--- config.mk ---
export PLATFORM = sky130hd
export DESIGN_NAME = mem_port_arbiter
export DESIGN_NICKNAME = d
export VERILOG_FILES = /design/src/rtl/mem_port_arbiter.sv
export SDC_FILE = /design/constraint.sdc
export NUM_CORES = 1
export LEC_CHECK = 0
export ABC_CLOCK_PERIOD_IN_PS = 3700
export BUFFER_PORTS_ARGS = -buffer_cell sky130_fd_sc_hd__buf_2
export CORE_AREA = 2 2 301 303
export DETAILED_ROUTE_END_ITERATION = 8
export DIE_AREA = 0 0 303 305
export HOLD_SLACK_MARGIN = 0.08
export SYNTH_ARGS = -nofsm -noshare
export SYNTH_HDL_FRONTEND = slang
export SYNTH_SLANG_ARGS = --single-unit
--- constraint.sdc ---
create_clock -name clk -period 3.7 [get_ports clk]
set_input_delay 0.555 -clock clk [delete_from_list [all_inputs] [get_ports clk]]
set_output_delay 0.555 -clock clk [all_outputs]
set_load 0.005 [all_outputs]
--- src/rtl/mem_port_arbiter.sv ---
// Round-robin arbiter sharing one slow-memory port between the I-cache and D-cache.
// The winning command is registered and held until mem_ready. Ready is routed to the owner only.
`timescale 1ns/1ps
module mem_port_arbiter #(
  parameter int unsigned ADDR_W = 28,
  parameter int unsigned DATA_W = 128,
  parameter int unsigned CNT_W  = 16
) (
  input  logic              clk,
  input  logic              rst_n,
  input  logic              i_read,
  input  logic              i_write,
  input  logic [ADDR_W-1:0] i_addr,
  input  logic [DATA_W-1:0] i_wdata,
  output logic              i_ready,
  input  logic              d_read,
  input  logic              d_write,
  input  logic [ADDR_W-1:0] d_addr,
  input  logic [DATA_W-1:0] d_wdata,
  output logic              d_ready,
  output logic [DATA_W-1:0] rdata,
  output logic              mem_read,
  output logic              mem_write,
  output logic [ADDR_W-1:0] mem_addr,
  output logic [DATA_W-1:0] mem_wdata,
  input  logic              mem_ready,
  input  logic [DATA_W-1:0] mem_rdata,
  output logic              owner,
  output logic              busy,
  output logic [CNT_W-1:0]  i_grants,
  output logic [CNT_W-1:0]  d_grants
);

  typedef enum logic [1:0] {StIdle, StBusy, StRelease} state_e;

  state_e state_q;
  logic   i_pend;
  logic   d_pend;
  logic   grant_d;

  assign i_pend = i_read | i_write;
  assign d_pend = d_read | d_write;

  // owner doubles as the last-served record: a tie goes to whoever was not served last.
  assign grant_d = d_pend & (~i_pend | ~owner);

  assign busy    = (state_q == StBusy);
  assign i_ready = busy & mem_ready & ~owner;
  assign d_ready = busy & mem_ready & owner;
  assign rdata   = mem_rdata;

  always_ff @(posedge clk or negedge rst_n) begin
    if (!rst_n) begin
      state_q   <= StIdle;
      mem_read  <= 1'b0;
      mem_write <= 1'b0;
      mem_addr  <= '0;
      mem_wdata <= '0;
      owner     <= 1'b0;
      i_grants  <= '0;
      d_grants  <= '0;
    end else begin
      unique case (state_q)
        StIdle: begin
          if (i_pend || d_pend) begin
            state_q <= StBusy;
            owner   <= grant_d;
            if (grant_d) begin
              // Simultaneous read and write is forwarded as a write only.
              mem_write <= d_write;
              mem_read  <= d_read & ~d_write;
              mem_addr  <= d_addr;
              mem_wdata <= d_wdata;
              if (d_grants != '1) d_grants <= d_grants + CNT_W'(1);
            end else begin
              mem_write <= i_write;
              mem_read  <= i_read & ~i_write;
              mem_addr  <= i_addr;
              mem_wdata <= i_wdata;
              if (i_grants != '1) i_grants <= i_grants + CNT_W'(1);
            end
          end
        end
        StBusy: begin
          if (mem_ready) begin
            mem_read  <= 1'b0;
            mem_write <= 1'b0;
            state_q   <= StRelease;
          end
        end
        StRelease: state_q <= StIdle;
        default:   state_q <= StIdle;
      endcase
    end
  end

endmodule
==> metrics.md <==
| Metric | Value |
|---|---|
| Status | `finished with violations` |
| Failing checks | `DRC` |
| Worst path cell trace | `ha_1, nand4_1, nor4_4, nor2_1, mux2_1` |
| Synthesized flop and latch total | `193` |
| CP max stage delay | `0.75 ns` |
| CP top delay family | `simple AND/OR/NAND/NOR gates` |
| RR Startpoint | `i_grants[0]` |
| Maximum vdd drop | `0.416 mV` |
| Residual DRC | `64` |
| Die width | `303 um` |
| Congestion Overflow GR | `0` |
| H-tree depth reported by CTS | `4` |
| Io pins | `769` |
| Setup TNS | `0 ns` |
| Worst setup path startpoint | `i_grants[0]` |
| Die footprint | `92,400 sq um` |
| Synth Warn # | `0` |
| Hold WS | `0.262 ns` |
| Clk slew on worst S/H paths | `0.08 ns` |
| Root Buffer | `clkbuf_16` |
| Area of the core | `89,300 sq um` |
| CP max stage cell | `nor4_4` |
| Port bufs | `512` |
| Fill cell count | `10,100` |
| Skew final | `0.0109 ns` |
| Placed cells | `2,338` |
| Top cells by area, synth | `dfrtp_1, a222oi_1, buf_4, inv_1, xor2_1` |
| Crit Path Max Fanout | `15` |
| WL per Instance | `15.6 um` |
| Post-layout util | `14.4%` |
| Cells after synthesis | `820` |
| GPL Wtd Cong | `0.827` |
| Power per cell area | `773 nW/um^2` |
| Mean Syn Cell Area | `11.1 sq um` |
| Worst Tran Pin Value | `0.806 ns` |
| Initial antenna violation count | `2` |
| CTS tree | `built` |
| Largest net degree at the start of global routing | `98` |
| Share of cells above drive strength 1 | `47.9%` |
| Syn nets | `1,269` |
| Hold Crit Class | `in -> reg` |
| Post-route ant nets | `0` |
| Synthesis-to-layout area growth | `40.7%` |
| Max cap viols | `0` |
| Max_slew headroom | `45.9%` |
| Commonest non-fill, non-tap cells in the layout | `buf_2, dfrtp_1, inv_1, a222oi_1, xor2_1` |
| Most common cell after layout, fill and taps aside | `buf_2` |
| Number of CTS-inserted buffers | `17` |
| Yosys cell types | `41` |
| Data required, critical path | `4.06 ns` |
| Critical path class | `reg -> reg` |
| Post-synth top area share | `53.0%` |
| DP HPWL | `29,600 um` |
| Fmax | `447 MHz` |
| CP bufs+invs | `0` |
| Clock Path Buffers | `2` |
| Tcrit/Tclk final | `60.4%` |
| Final WL | `37,000 um` |
| Total leakage power | `6.77 nW` |
| DR pass1 iterations | `9` |
| Initial DRC Count | `1,015` |
| Final Max Slew Viols | `0` |
| Min Clock Period, post-route | `2.24 ns` |
| Total power | `9.91 mW` |
| Crit path capture type | `flip-flop` |
| Synth area leader | `dfrtp_1` |
| Post-synthesis sequential area ratio | `53.0%` |
| Unrepaired setup endpoints after global routing | `false` |
| CP Launch Type | `flip-flop` |
| Total GRT Usage | `7.80%` |
| Finished Layout Cells | `2,372` |
| Starting Density | `10.2%` |
| CTS sink cnt | `193` |
| CTS resizes | `0` |
| Via count | `8,171` |
| First-pass GRT wire length | `51,600 um` |
| Avg Vias per Cell | `3.44` |
| Post-CTS setup buffers | `0` |
| Die Y | `305 um` |
| Critical path data arrival time | `2.60 ns` |
| Vias in the first global route | `8,048` |
| Hold wc startpoint | `d_wdata[40]` |
| Cell Area, Synth | `9120 sq um` |
| Final setup violation count | `0` |
| Final hold violations | `0` |
| Nets | `1,631` |
| Num rows | `110` |
| Skew-Pair Late Insertion Delay | `0.49 ns` |
## area by class of cell
type                       count  area (sq um)  area share [%]
tap                         1176          1470            11.5
clock buffer                  21           480            3.74
sequential                   193          4830            37.6
inverter                     161           604            4.71
antenna                        2          5.00          0.0390
clock inverter                10           171            1.34
timing repair buffer         528          2770            21.6
multi-input combinational    281          2500            19.5
## worst paths after layout
kind / to / slack [ns] / cells after the start
worst min register to register: i_grants[14] / 0.50 / 1
min in group asynchronous: mem_wdata[44] / 0.61 / 2
worst max-delay path: i_grants[1] / 1.46 / 5
worst max register to register: i_grants[1] / 1.46 / 5
max in group asynchronous: d_grants[7] / 2.25 / 3
worst min-delay path: mem_wdata[40] / 0.26 / 3
## flip-flops by register name (all words and copies together), names as in the netlist
signal / cells
mem_wdata: 128
i_grants: 16
mem_write: 1
owner: 1
mem_read: 1
mem_addr: 28
d_grants: 16
state_q: 2
## cells in the mapped netlist (all sizes together)
master,instances
nor2b,1
o41ai,1
nand3b,3
inv,161
or3,1
clkbuf,39
or2,1
and3,5
nor4,16
nand3,13
a222oi,156
and3b,1
o21ai,3
xor2,26
nor3,8
ha,2
nand2,10
buf,146
a21oi,1
mux2i,1
o221a,1
nor4b,3
nand4,10
xnor2,3
nor2,7
mux2,2
or4,1
dfrtp,193
o311ai,1
o221ai,1
a22oi,1
and4,1
nor3b,1
## kinds of logic after synthesis
kind of cell,synth area share [%]
AND/OR/NAND/NOR,5.75
flip-flops,53.0
multiplexers,0.357
buffers and inverters,19.8
XOR/XNOR,2.79
AO/OA/AOI/OAI,18.1
adder cells (fa/ha/maj),0.274
## layer usage
metal	part of all wire, %	up-vias	wire [um]	track usage, %
li1	-	3618	-	-
met1	39	3891	14300	8.65
met2	44	556	16100	11.6
met3	11	104	4210	3.36
met4	6.3	2	2310	6.08
met5	0.25	-	92	0.741
## report_power, final
group	internal [mW]	switching [mW]	total [mW]
Clock	1.21	0.920	2.13
Combinational	1.86	2.28	4.14
Sequential	3.04	0.610	3.65
## per-stage QoR
step | worst slack, ns | cell area, sq um
finish | 1.46 | 12800
global route | 1.24 | 12800
CTS | 1.46 | 12800
detailed placement | 1.33 | 12200
global placement | 1.41 | 12200
floorplan | 1.93 | 9120
## tightest hold or removal path: cells and delay by family
kind	cells	cell delay (ns)
buf+inv	2	0.12
compound gates	1	0.05
## timing repair
item,in CTS,in global routing
hold buffers,1,0
endpoints found under the setup margin,0,0
hold endpoints to repair,66,0
Note: power is estimated with default switching activity, not from simulation.
